--- src/rtl/i2c_regbank_pkg.sv ---
// Shared definitions for the multi-address I2C slave register bank:
// transfer-phase encoding and constant helpers used to size pointers/indices.
package i2c_regbank_pkg;

  // Transfer phase of the slave after an address match
  typedef enum logic [1:0] {
    ST_IDLE  = 2'd0,  // no active transfer addressed to us
    ST_PTR   = 2'd1,  // write transfer, next byte is the register pointer
    ST_WRITE = 2'd2,  // write transfer, bytes go into the register bank
    ST_READ  = 2'd3   // read transfer, bytes come out of the register bank
  } state_t;

  // Ceiling log2; returns 0 for values <= 1
  function automatic int clog2(input int value);
    int r;
    for (r = 0; (1 << r) < value; r++) begin
    end
    return r;
  endfunction

  // Clamp a width to at least one bit
  function automatic int max1(input int value);
    return (value < 1) ? 1 : value;
  endfunction

endpackage

--- src/rtl/i2c_addr_match.sv ---
// Combinational priority matcher: compares an incoming slave address against
// a list of addresses; the lowest matching index wins.
module i2c_addr_match #(
  parameter int ADDRESSLENGTH = 7,
  parameter int ADDRESSNUM    = 2,
  parameter int IDW           = 1
) (
  input  logic [ADDRESSLENGTH-1:0]            i_Address,
  input  logic [ADDRESSLENGTH*ADDRESSNUM-1:0] i_AddressList,
  output logic                                o_Hit,
  output logic [IDW-1:0]                      o_Index
);

  // Scan from the highest index down so the lowest match is the last one assigned
  always_comb begin
    o_Hit   = 1'b0;
    o_Index = '0;
    for (int i = ADDRESSNUM - 1; i >= 0; i--) begin
      if (i_Address == i_AddressList[i*ADDRESSLENGTH +: ADDRESSLENGTH]) begin
        o_Hit   = 1'b1;
        o_Index = IDW'(i);
      end
    end
  end

endmodule

--- src/rtl/i2c_slave_regbank.sv ---
// Multi-address I2C slave register memory. Each matched slave address owns a
// bank of NBYTES registers addressed through a per-bank auto-incrementing
// pointer. Supports per-byte read-only protection for I2C writes and a
// host-side write port for the sensor core.
module i2c_slave_regbank
  import i2c_regbank_pkg::*;
#(
  parameter int ADDRESSLENGTH = 7,
  parameter int ADDRESSNUM    = 2,
  parameter int NBYTES        = 4,
  localparam int PW           = max1(clog2(NBYTES)),
  localparam int IDW          = max1(clog2(ADDRESSNUM))
) (
  input  logic                                i_Clock,
  input  logic                                i_Reset,
  input  logic                                i_AddrValid,
  input  logic [ADDRESSLENGTH-1:0]            i_DirectionBuffer,
  input  logic                                i_RorW,
  input  logic [ADDRESSLENGTH*ADDRESSNUM-1:0] i_AddressList,
  input  logic [ADDRESSNUM*NBYTES-1:0]        i_ReadOnlyMask,
  input  logic                                i_WrStrobe,
  input  logic [7:0]                          i_InputBuffer,
  input  logic                                i_RdReq,
  input  logic                                i_StopDetected,
  input  logic                                i_HostWrEn,
  input  logic [IDW+PW-1:0]                   i_HostWrAddr,
  input  logic [7:0]                          i_HostWrData,
  output logic                                o_AddressFound,
  output logic [IDW-1:0]                      o_AddressID,
  output logic [7:0]                          o_OutputBuffer,
  output logic                                o_RdValid,
  output logic                                o_WrIgnored,
  output logic [8*NBYTES*ADDRESSNUM-1:0]      o_Data
);

  localparam int NTOT = ADDRESSNUM * NBYTES;
  localparam int BW   = max1(clog2(NTOT));

  state_t           r_state;
  logic             r_found;
  logic [IDW-1:0]   r_id;
  logic [PW-1:0]    r_ptr [ADDRESSNUM];
  logic [7:0]       r_mem [NTOT];
  logic [7:0]       r_out;
  logic             r_rd_valid;
  logic             r_wr_ignored;

  logic             w_hit;
  logic [IDW-1:0]   w_hit_idx;
  logic [PW-1:0]    w_cur_ptr;
  logic [PW-1:0]    w_ptr_inc;
  logic [BW-1:0]    w_cur_idx;
  logic             w_quiet;
  logic             w_data_strobe;
  logic             w_ro;
  logic             w_i2c_we;
  logic [IDW-1:0]   w_host_bank;
  logic [PW-1:0]    w_host_byte;
  logic             w_host_ok;
  logic [BW-1:0]    w_host_idx;
  logic             w_ptr_in_range;

  i2c_addr_match #(
    .ADDRESSLENGTH (ADDRESSLENGTH),
    .ADDRESSNUM    (ADDRESSNUM),
    .IDW           (IDW)
  ) u_match (
    .i_Address     (i_DirectionBuffer),
    .i_AddressList (i_AddressList),
    .o_Hit         (w_hit),
    .o_Index       (w_hit_idx)
  );

  // Pointer of the currently addressed bank and its wrapped successor
  assign w_cur_ptr = r_ptr[r_id];
  assign w_ptr_inc = (w_cur_ptr == PW'(NBYTES - 1)) ? '0 : w_cur_ptr + 1'b1;
  assign w_cur_idx = BW'(r_id) * BW'(NBYTES) + BW'(w_cur_ptr);

  // Byte strobes only act when no START/STOP event preempts them this cycle
  assign w_quiet        = !i_AddrValid && !i_StopDetected;
  assign w_data_strobe  = w_quiet && i_WrStrobe && (r_state == ST_WRITE);
  assign w_ro           = i_ReadOnlyMask[w_cur_idx];
  assign w_i2c_we       = w_data_strobe && !w_ro;
  assign w_ptr_in_range = ({24'd0, i_InputBuffer} < 32'(NBYTES));

  // Host port decode; bank or byte indices beyond the configured size are dropped
  assign w_host_bank = i_HostWrAddr[IDW+PW-1:PW];
  assign w_host_byte = i_HostWrAddr[PW-1:0];
  assign w_host_ok   = i_HostWrEn && (32'(w_host_bank) < 32'(ADDRESSNUM))
                                  && (32'(w_host_byte) < 32'(NBYTES));
  assign w_host_idx  = BW'(w_host_bank) * BW'(NBYTES) + BW'(w_host_byte);

  // Register storage: the I2C write is issued last so it overrides a host write to the same byte
  always_ff @(posedge i_Clock or posedge i_Reset) begin
    if (i_Reset) begin
      for (int i = 0; i < NTOT; i++) begin
        r_mem[i] <= '0;
      end
    end else begin
      if (w_host_ok) begin
        r_mem[w_host_idx] <= i_HostWrData;
      end
      if (w_i2c_we) begin
        r_mem[w_cur_idx] <= i_InputBuffer;
      end
    end
  end

  // Transfer FSM: address match, pointer load, pointer-driven write/read and pulse outputs
  always_ff @(posedge i_Clock or posedge i_Reset) begin
    if (i_Reset) begin
      r_state      <= ST_IDLE;
      r_found      <= 1'b0;
      r_id         <= '0;
      r_out        <= '0;
      r_rd_valid   <= 1'b0;
      r_wr_ignored <= 1'b0;
      for (int i = 0; i < ADDRESSNUM; i++) begin
        r_ptr[i] <= '0;
      end
    end else begin
      r_rd_valid   <= 1'b0;
      r_wr_ignored <= 1'b0;
      if (i_AddrValid) begin
        // (Repeated) START is honoured in every state and beats a same-cycle STOP
        if (w_hit) begin
          r_found <= 1'b1;
          r_id    <= w_hit_idx;
          r_state <= i_RorW ? ST_PTR : ST_READ;
        end else begin
          r_found <= 1'b0;
          r_state <= ST_IDLE;
        end
      end else if (i_StopDetected) begin
        r_found <= 1'b0;
        r_state <= ST_IDLE;
      end else begin
        case (r_state)
          ST_PTR: begin
            if (i_WrStrobe) begin
              if (w_ptr_in_range) begin
                r_ptr[r_id] <= i_InputBuffer[PW-1:0];
              end else begin
                r_ptr[r_id]  <= '0;
                r_wr_ignored <= 1'b1;
              end
              r_state <= ST_WRITE;
            end
          end
          ST_WRITE: begin
            if (i_WrStrobe) begin
              r_wr_ignored <= w_ro;
              r_ptr[r_id]  <= w_ptr_inc;
            end
          end
          ST_READ: begin
            if (i_RdReq) begin
              r_out       <= r_mem[w_cur_idx];
              r_rd_valid  <= 1'b1;
              r_ptr[r_id] <= w_ptr_inc;
            end
          end
          default: begin
          end
        endcase
      end
    end
  end

  // Flatten the register array into the full image seen by the sensor datapath
  for (genvar gi = 0; gi < NTOT; gi++) begin : g_image
    assign o_Data[gi*8 +: 8] = r_mem[gi];
  end

  assign o_AddressFound = r_found;
  assign o_AddressID    = r_id;
  assign o_OutputBuffer = r_out;
  assign o_RdValid      = r_rd_valid;
  assign o_WrIgnored    = r_wr_ignored;

endmodule
--- config.mk ---
export PLATFORM = sky130hd
export DESIGN_NAME = i2c_slave_regbank
export DESIGN_NICKNAME = d
export VERILOG_FILES = /design/src/rtl/i2c_regbank_pkg.sv /design/src/rtl/i2c_addr_match.sv /design/src/rtl/i2c_slave_regbank.sv
export SDC_FILE = /design/constraint.sdc
export NUM_CORES = 1
export LEC_CHECK = 0
export BUFFER_PORTS_ARGS = -buffer_cell sky130_fd_sc_hd__buf_2
export CAP_MARGIN = 20
export CELL_PAD_IN_SITES_DETAIL_PLACEMENT = 0
export CELL_PAD_IN_SITES_GLOBAL_PLACEMENT = 1
export CORE_ASPECT_RATIO = 1.4
export CORE_MARGIN = 2
export CORE_UTILIZATION = 41
export CTS_CLUSTER_DIAMETER = 40
export DETAILED_ROUTE_END_ITERATION = 8
export MAX_ROUTING_LAYER = met4
export PLACE_DENSITY = 0.9
export SLEW_MARGIN = 20
export SYNTH_ARGS = -nofsm -noshare
export SYNTH_HDL_FRONTEND = slang
export SYNTH_HIERARCHICAL = 1
export SYNTH_SLANG_ARGS = --single-unit
export TNS_END_PERCENT = 5
--- constraint.sdc ---
create_clock -name i_Clock -period 6.1 [get_ports i_Clock]
set_input_delay 0.915 -clock i_Clock [delete_from_list [all_inputs] [get_ports i_Clock]]
set_output_delay 0.915 -clock i_Clock [all_outputs]
set_load 0.01 [all_outputs]
---- Word level (Yosys, flattened, before mapping) ----
Cells that the tools add are included.
word-level totals
  input bits .............................. 56
  bits in registers ....................... 82
  logic and storage cells ................. 109
cells by class
  eq/ne operators ......................... 9
  add/subtract/negate cells ............... 3
  reduce and logical (&&, ||, !) cells .... 18
  muxes and demuxes ....................... 48
  magnitude comparators ................... 8
  bitwise operators ....................... 7
operator list
  operator                                                              number
  64-bit bitwise mux                                                    2
  64-bit 2-to-1 mux                                                     2
  8-bit demux with 3-bit select                                         2
  8-bit 2-to-1 mux                                                      4
  8-bit binary-select mux with 3-bit select                             1
  2-bit 2-to-1 mux                                                      11
  1-bit 2-to-1 mux                                                      16
  4-bit 2-to-1 mux                                                      4
  7-bit == test                                                         2
  4-bit one-hot mux with 3 select lines                                 1
  3-bit nonzero test                                                    3
  4-bit bitwise mux                                                     2
  4-bit greater-or-equal comparator, second input constant              2
  4-bit by 1-bit < comparator with 1-bit output, second input constant  2
  8-bit by 3-bit < comparator with 1-bit output, second input constant  1
  3-bit NOT with 4-bit output                                           2
  1-bit logical AND                                                     7
  3-bit by 2-bit adder with 3-bit output                                2
  2-bit == test, second input constant                                  3
  2-bit inequality test, second input constant                          3
  6-bit AND reduction                                                   1
  4-bit bitwise AND                                                     1
  3-bit by 4-bit < comparator with 1-bit output, second input constant  1
  4-bit NOT                                                             1
  13 further kinds                                                      17

---- Longest topological paths before layout ----
Gate-level depths: netlist of run 1.
  depth after elaboration ................. 12
  depth in mapped cells ................... 9
  gate-level depth less buffers ........... 7

---- By module ----
Netlist of run 1, hierarchy kept.
modules (own cells, without submodules)
  module             times used  sequential area each (um^2)  area an instance (um^2)  cells each
  i2c_slave_regbank  1           2052.0                       4626.9                   442
  i2c_addr_match     1           0.0                          165.2                    21

---- Worst setup path before layout of run 1 ----
Ideal clock, no wire load.
  path kind ............................... input-to-reg
  start point ............................. input i_StopDetected
  end point ............................... register r_mem, in the netlist o_Data[48]
  arrival time ............................ 2347 ps
  slack ................................... 3626 ps
  stages on the path ...................... 6
  path buffers ............................ 1
  data required time ...................... 5972 ps
  cell sequence ........................... nand4bb_1 nor4b_2 o21ai_1 or3_1 buf_2 mux2_1
between the ends
  cells in the longest elaborated chain, start to end .. 6
RTL lines
  element                          line                      text
  from (decl)                      i2c_slave_regbank.sv:24   input logic i_StopDetected,
  1-bit logical NOT                i2c_slave_regbank.sv:80   assign w_quiet = !i_AddrValid && !i_StopDetected;
  1-bit logical AND                i2c_slave_regbank.sv:80
  1-bit logical AND (2 in a row)   i2c_slave_regbank.sv:81   assign w_data_strobe = w_quiet && i_WrStrobe && (r_state == ST_WRITE);
  1-bit logical AND                i2c_slave_regbank.sv:83   assign w_i2c_we = w_data_strobe && !w_ro;
  64-bit 2-to-1 mux                i2c_slave_regbank.sv:103  if (w_i2c_we) begin
  to (signal, indexed assignment)  i2c_slave_regbank.sv:101  r_mem[w_host_idx] <= i_HostWrData;
  to (signal, indexed assignment)  i2c_slave_regbank.sv:104  r_mem[w_cur_idx] <= i_InputBuffer;
  to (decl)                        i2c_slave_regbank.sv:43   logic [7:0] r_mem [NTOT];
No other way between the ends.
A chain may end at the register's enable or synchronous reset.

---- Final worst setup path of run 1 ----
  start point ............................. register r_id (netlist: o_AddressID)
  end point ............................... register r_mem, in the netlist o_Data[54]
between the ends
  cells in the longest elaborated chain, start to end .. 12
  elaborated cells between the ends (all ways) .. 17
  classes of those cells .................. add/sub: 1; order compare: 2; mux: 9; bitwise: 2; reduce/logical: 3
RTL lines
  element                                                                                                                   line                      text
  from (decl)                                                                                                               i2c_slave_regbank.sv:41   logic [IDW-1:0] r_id;
  from (signal assigned)                                                                                                    i2c_slave_regbank.sv:128  r_id <= w_hit_idx;
  1-bit NOT with 2-bit output (implied by the code)                                                                         i2c_slave_regbank.sv:75   assign w_cur_ptr = r_ptr[r_id];
  2-bit 2-to-1 mux (implied by the code) (3 in a row)                                                                       i2c_slave_regbank.sv:75
  3-bit by 2-bit adder with 3-bit output *                                                                                  i2c_slave_regbank.sv:77   assign w_cur_idx = BW'(r_id) * BW'(NBYTES) + BW'(w_cur_ptr);
  3-bit NOT with 4-bit output (implied by the code)                                                                         i2c_slave_regbank.sv:104
  4-bit greater-or-equal comparator (implied by the code) or 4-bit by 1-bit < comparator with 1-bit output (tied branches)  i2c_slave_regbank.sv:104
  1-bit logical AND (implied by the code)                                                                                   i2c_slave_regbank.sv:104
  8-bit 2-to-1 mux (implied by the code)                                                                                    i2c_slave_regbank.sv:104
  8-bit demux with 3-bit select                                                                                             i2c_slave_regbank.sv:104
  64-bit bitwise mux                                                                                                        i2c_slave_regbank.sv:104
  64-bit 2-to-1 mux *                                                                                                       i2c_slave_regbank.sv:103
Every way passes the cells marked *; elsewhere a longest branch is shown, timed or not. The select of a mux whose other input is x is not followed.

==> run summary, run 1 <==
quantity of gates resized following cts: 0
Fin. Hold Viols: 0
Longest Clk Path Bufs: 2
placed wire-length estimate after detailed placement: 10300 microns
top cells by instance count after synthesis: 82 x dfrtp_1, 72 x nand2_1, 57 x mux2i_1, 43 x o21ai_0, 32 x nor2_1
maximum fanout encountered on the critical timing path: 23
data arrival time of the worst path: 3.05 ns
multi-input gate area in the final layout: 2480 sq um
DRC violation count after routing: 0
final antenna diode count: 0
share of cells above drive strength 1: 33.0%
Core Footprint: 11300 sq um
layout filler cell count: 1040
die extent in x: 95.4 microns
overflow left after global routing: 0
run status: finished clean
Post-CTS Setup Repair Bufs: 0
CP Data Required Time: 6.32 ns
share of flip-flops with an asynchronous set or reset after synthesis: 100%
Initial Utilization: 42.3%
net count of the finished layout: 629
summed negative setup slack over all endpoints: 0 ns
Die Footprint: 12600 sq um
all-layer global routing usage: 23.2%
Mapped Cells: 463
largest net degree at the start of global routing: 83
#FFs+latches synth: 82
via count of the first global-routing pass: 3942
register area share after synthesis: 42.8%
critical setup path kind: flip-flop to flip-flop
syn_area_per_cell: 10.4 sq um
Max transition margin: 31.9%
cell area after synthesis: 4790 sq um
time the worst path needs with I/O delays and setup: 2.83 ns
post-synth net total: 523
final worst path period share: 46.4%
Setup crit end kind: flip-flop
Setup crit start kind: flip-flop
Tightest Hold Check Type: flip-flop to flip-flop
Clock Skew: 0.00501 ns
count of final setup violators: 0
transition at the pin with the smallest max-transition slack: 1.02 ns
clock tree from TritonCTS: done
Main synth FF type: dfrtp_1
initial detailed-routing violation count: 276
CTS clk-pin slew, worst paths: 0.06 ns
max-capacitance violation count: 0
CTS HTree Levels: 3
RSZ-0062 raised after global routing: no
Antenna Nets Post-Route: 0
most used standard cell by instance count after synthesis: dfrtp_1
Vert. Die Dim: 132 microns
Area contributors post-synth: dfrtp_1 43%, mux2i_1 12%, mux4_2 8.0%
proportion of netlist area held by the largest area contributor: 42.8%
Pleak: 2.64 nW
Max Freq: 0.354 GHz
wire length of the first global-routing pass: 21400 microns
total number of yosys warnings: 6
CTS hold repair buffers: 0
TritonCTS buffer count: 9
growth of design area from synthesis to finish: 19.2%
Max Transition Viols Final: 0
antenna violations before repair: 0
Total Wirelength: 14000 microns
I/O pin count: 132
Site Rows: 46
length of the first detailed-routing pass in iterations: 5
post-layout power: 1.62 mW
WL per Instance: 19.5 microns
number of vias after detailed routing: 3993
library cell used as clock root buffer: clkbuf_16
area taken by flip-flops and latches: 2050 sq um
port bufs: 131
count of unique library cells instantiated by Yosys: 45
post-DR vias/cell: 5.57
clock latency on the worst-skew pair: 0.34 ns
Cell Pwr Density: 284 nW/um^2
largest voltage drop on the vdd net: 0.123 mV
biggest area consumer among synthesized cells: dfrtp_1
number of enable-type register cells in the synthesized netlist: 0
final estimated routing congestion in global placement: 0.913
number of clock sinks seen by CTS: 82
==> routing by layer <==
metal / part of all wire [%] / GRT usage [%]
met3: 6.4 / 3.60
met4: 2.9 / 11.1
met5: 0 / -
met2: 54 / 38.6
met1: 37 / 27.0
==> cells by family after synthesis <==
family          after synthesis  synth area share, %
buf+inv                      48                 5.35
fa+ha+maj                     4                 1.04
flops                        82                 42.8
compound gates               84                 10.2
simple gates                139                 14.0
mux                          91                 23.9
xor+xnor                     15                 2.74
==> cell usage in the layout (no fill, tap or decap), drive strengths merged, types with 4 or more instances in the layout <==
| cell type | n |
|---|---|
| buf | 137 |
| mux2 | 17 |
| mux2i | 57 |
| a31oi | 9 |
| nand2b | 4 |
| a21oi | 19 |
| nor3 | 5 |
| nor2 | 32 |
| xnor2 | 4 |
| inv | 6 |
| a32o | 6 |
| o21ai | 46 |
| nand2 | 72 |
| mux4 | 17 |
| xor2 | 11 |
| ha | 4 |
| dfrtp | 82 |
| nand3 | 4 |
| clkbuf | 12 |
==> path summary, 6_finish.rpt <==
kind	slack (ns)	depth (start not counted)	to	startpoint
worst max-delay path	3.27	5	o_Data[54]	o_AddressID
worst min register to register	0.49	2	o_AddressFound	o_AddressFound
worst max register to register	3.27	5	o_Data[54]	o_AddressID
min in group asynchronous	0.76	3	o_Data[30]	i_Reset
worst min-delay path	0.49	2	o_AddressFound	o_AddressFound
max in group asynchronous	4.79	3	o_Data[45]	i_Reset
==> critical path, cell delays in order, from the launching register on <==
cell and delay [ns]:
dfrtp_1 0.85, inv_1 0.48, nor4b_2 0.41, o21ai_1 0.09, or3_1 0.49, mux2_1 0.38
==> sequential cells by signal, summed over array words and instances, names as in the netlist <==
register	count
o_AddressFound	1
o_AddressID	1
o_Data	64
o_OutputBuffer	8
o_RdValid	1
o_WrIgnored	1
r_ptr	4
r_state	2
==> through the flow <==
step | instances | util, % | hold slack, ns | instance area [sq um] | setup WS (ns)
5_1_grt | 717 | 50.4 | 0.532 | 5710 | 3.07
3_3_place_gp | 702 | 48.0 | 0.470 | 5440 | 3.32
2_1_floorplan | 463 | - | 0.515 | 4790 | 3.08
4_1_cts | 717 | 50.4 | 0.499 | 5710 | 3.30
3_5_place_dp | 702 | 48.0 | 0.482 | 5440 | 3.28
6_report | 717 | 50.4 | 0.486 | 5710 | 3.27
==> power breakdown <==
group          internal (mW)  total (mW)  switching (mW)
sequential             0.640       0.725          0.0859
clock                  0.294       0.508           0.214
combinational          0.188       0.389           0.201
total                   1.12        1.62           0.501
==> layout make-up <==
cell class                 count  area share (%)
timing repair buffer         137            12.3
clock buffer                  12            4.49
inverter                       6           0.394
multi-input combinational    333            43.5
clock inverter                 3           0.263
sequential                    82            35.9
tap                          144            3.15
(Power assumes the default switching activity.)
==> inputs of run 2 (changes only) <==
Settings changed: CORE_UTILIZATION 41 to 40, PLACE_DENSITY 0.9 to 0.88.
Clock period 6.1 ns to 2.8 ns, I/O delays scaled along.
==> run summary, run 2 (synthesis gave the netlist of run 1 again) <==
largest net degree at the start of global routing: 47 (was 83)
post-layout worst setup margin: 0.442 ns (was 3.27 ns)
Total Wirelength: 13800 microns (was 14000 microns)
share of cells above drive strength 1: 33.7% (was 33.0%)
Longest Clk Path Bufs: 2 (unchanged)
maximum fanout encountered on the critical timing path: 8 (was 23)
die extent in x: 96.5 microns (was 95.4 microns)
time the worst path needs with I/O delays and setup: 2.36 ns (was 2.83 ns)
number of clock sinks seen by CTS: 82 (unchanged)
net count of the finished layout: 637 (was 629)
Pleak: 2.70 nW (was 2.64 nW)
Routed met2 length: 7110 microns (was 7510 microns)
Setup crit start kind: flip-flop (unchanged)
final worst path period share: 84.2% (was 46.4%)
wire length of the first global-routing pass: 21500 microns (was 21400 microns)
number of vias after detailed routing: 4012 (was 3993)
largest voltage drop on the vdd net: 0.329 mV (was 0.123 mV)
Tightest Hold Check Type: input port to asynchronous set/reset pin (was flip-flop to flip-flop)
Max Freq: 0.424 GHz (was 0.354 GHz)
Antenna Nets Post-Route: 0 (unchanged)
startpoint of the lowest-slack register-to-register path: r_state[0] (was o_AddressID)
final antenna diode count: 0 (unchanged)
library cell used as clock root buffer: clkbuf_16 (unchanged)
Crit. Startpoint: r_state[0] (was o_AddressID)
clock latency on the worst-skew pair: 0.34 ns (about the same)
growth of design area from synthesis to finish: 21.8% (was 19.2%)
Die Footprint: 12900 sq um (was 12600 sq um)
initial detailed-routing violation count: 293 (was 276)
placed wire-length estimate after detailed placement: 10400 microns (was 10300 microns)
post-route cell area: 5840 sq um (was 5710 sq um)
length of the first detailed-routing pass in iterations: 5 (unchanged)
number of flip-flops under the largest register name: 64 (unchanged)
antenna violations before repair: 0 (unchanged)
Post-CTS Setup Repair Bufs: 0 (unchanged)
Vert. Die Dim: 134 microns (was 132 microns)
Initial Utilization: 40.7% (was 42.3%)
count of final setup violators: 0 (unchanged)
Fin. Hold Viols: 0 (unchanged)
Cell Pwr Density: 636 nW/um^2 (was 284 nW/um^2)
WL per Instance: 18.9 microns (was 19.5 microns)
Clock Skew: 0.00647 ns (was 0.00501 ns)
all-layer global routing usage: 23.0% (was 23.2%)
max-capacitance violation count: 0 (unchanged)
cell area after placement: 5520 sq um (was 5440 sq um)
highest signal layer in the routed design: met4 (unchanged)
Core Footprint: 11800 sq um (was 11300 sq um)
Max Transition Viols Final: 0 (unchanged)
CTS clk-pin slew, worst paths: 0.06 ns (about the same)
Setup crit end kind: flip-flop (unchanged)
post-place setup slack: 0.450 ns (was 3.28 ns)
DRC violation count after routing: 0 (unchanged)
run status: finished clean (unchanged)
CTS hold repair buffers: 0 (unchanged)
post-DR vias/cell: 5.51 (was 5.57)
quantity of gates resized following cts: 0 (unchanged)
overflow left after global routing: 0 (unchanged)
data arrival time of the worst path: 2.58 ns (was 3.05 ns)
I/O pin count: 132 (unchanged)
final estimated routing congestion in global placement: 0.892 (was 0.913)
clock tree from TritonCTS: done (unchanged)
critical setup path kind: flip-flop to flip-flop (unchanged)
Site Rows: 47 (was 46)
M1 WL: 5270 microns (was 5150 microns)
CP Data Required Time: 3.02 ns (was 6.32 ns)
CTS HTree Levels: 3 (unchanged)
RSZ-0062 raised after global routing: no (unchanged)
TritonCTS buffer count: 9 (unchanged)
transition at the pin with the smallest max-transition slack: 0.855 ns (was 1.02 ns)
WL met3: 801 microns (was 893 microns)
port bufs: 131 (unchanged)
summed negative setup slack over all endpoints: 0 ns (unchanged)
Max transition margin: 43.0% (was 31.9%)
most common cell after layout, fill and taps aside: buf_2 (unchanged)
most frequent cells in the layout: 131 x buf_2, 82 x dfrtp_1, 72 x nand2_1 (unchanged)
via count of the first global-routing pass: 3989 (was 3942)
-- run 2: critical path: stages, from the launching register on --
cell       delay [ns]
dfrtp_1          0.42
inv_1            0.10
ha_1             0.23
nand4bb_1        0.18
nor4b_2          0.32
o21ai_1          0.09
or3_1            0.50
mux2_1           0.39
-- run 2: power by group --
part           internal (mW)  switching [mW]
logic                  0.413           0.432
clock network          0.826           0.464
registers               1.39           0.186
-- run 2: final timing paths --
path | slack (ns) | to | depth (start not counted)
setup / recovery | 0.44 | o_Data[55] | 7
min in group i_Clock | 0.25 | r_state[1] | 2
hold reg to reg | 0.47 | o_AddressFound | 2
max in group asynchronous | 1.90 | o_Data[24] | 3
setup reg to reg | 0.44 | o_Data[55] | 7
hold / removal | 0.22 | o_Data[22] | 2
-- run 2: area by class of cell --
type	count	area, sq um
clock buffer	13	260
tap	147	184
fill	1087	5920
multi-input combinational	333	2480
inverter	6	23.8
clock inverter	2	60.1
timing repair buffer	145	773
sequential	82	2050
-- run 2: per-stage QoR --
stage	util [%]	std cells	power, mW	hold WS (ns)
global placement	46.9	713	2.42	0.472
finish	49.6	728	3.71	0.217
global route	49.6	728	3.88	0.264
detailed placement	46.9	713	2.45	0.462
floorplan	-	463	2.04	0.512
CTS	49.6	728	3.74	0.244
-- run 2: routing by layer --
| layer | vias up | global-route usage, % |
|---|---|---|
| li1 | 1876 | - |
| met2 | 178 | 38.1 |
| met3 | 39 | 3.05 |
| met4 | 0 | 11.3 |
| met1 | 1919 | 27.1 |
| met5 | - | - |
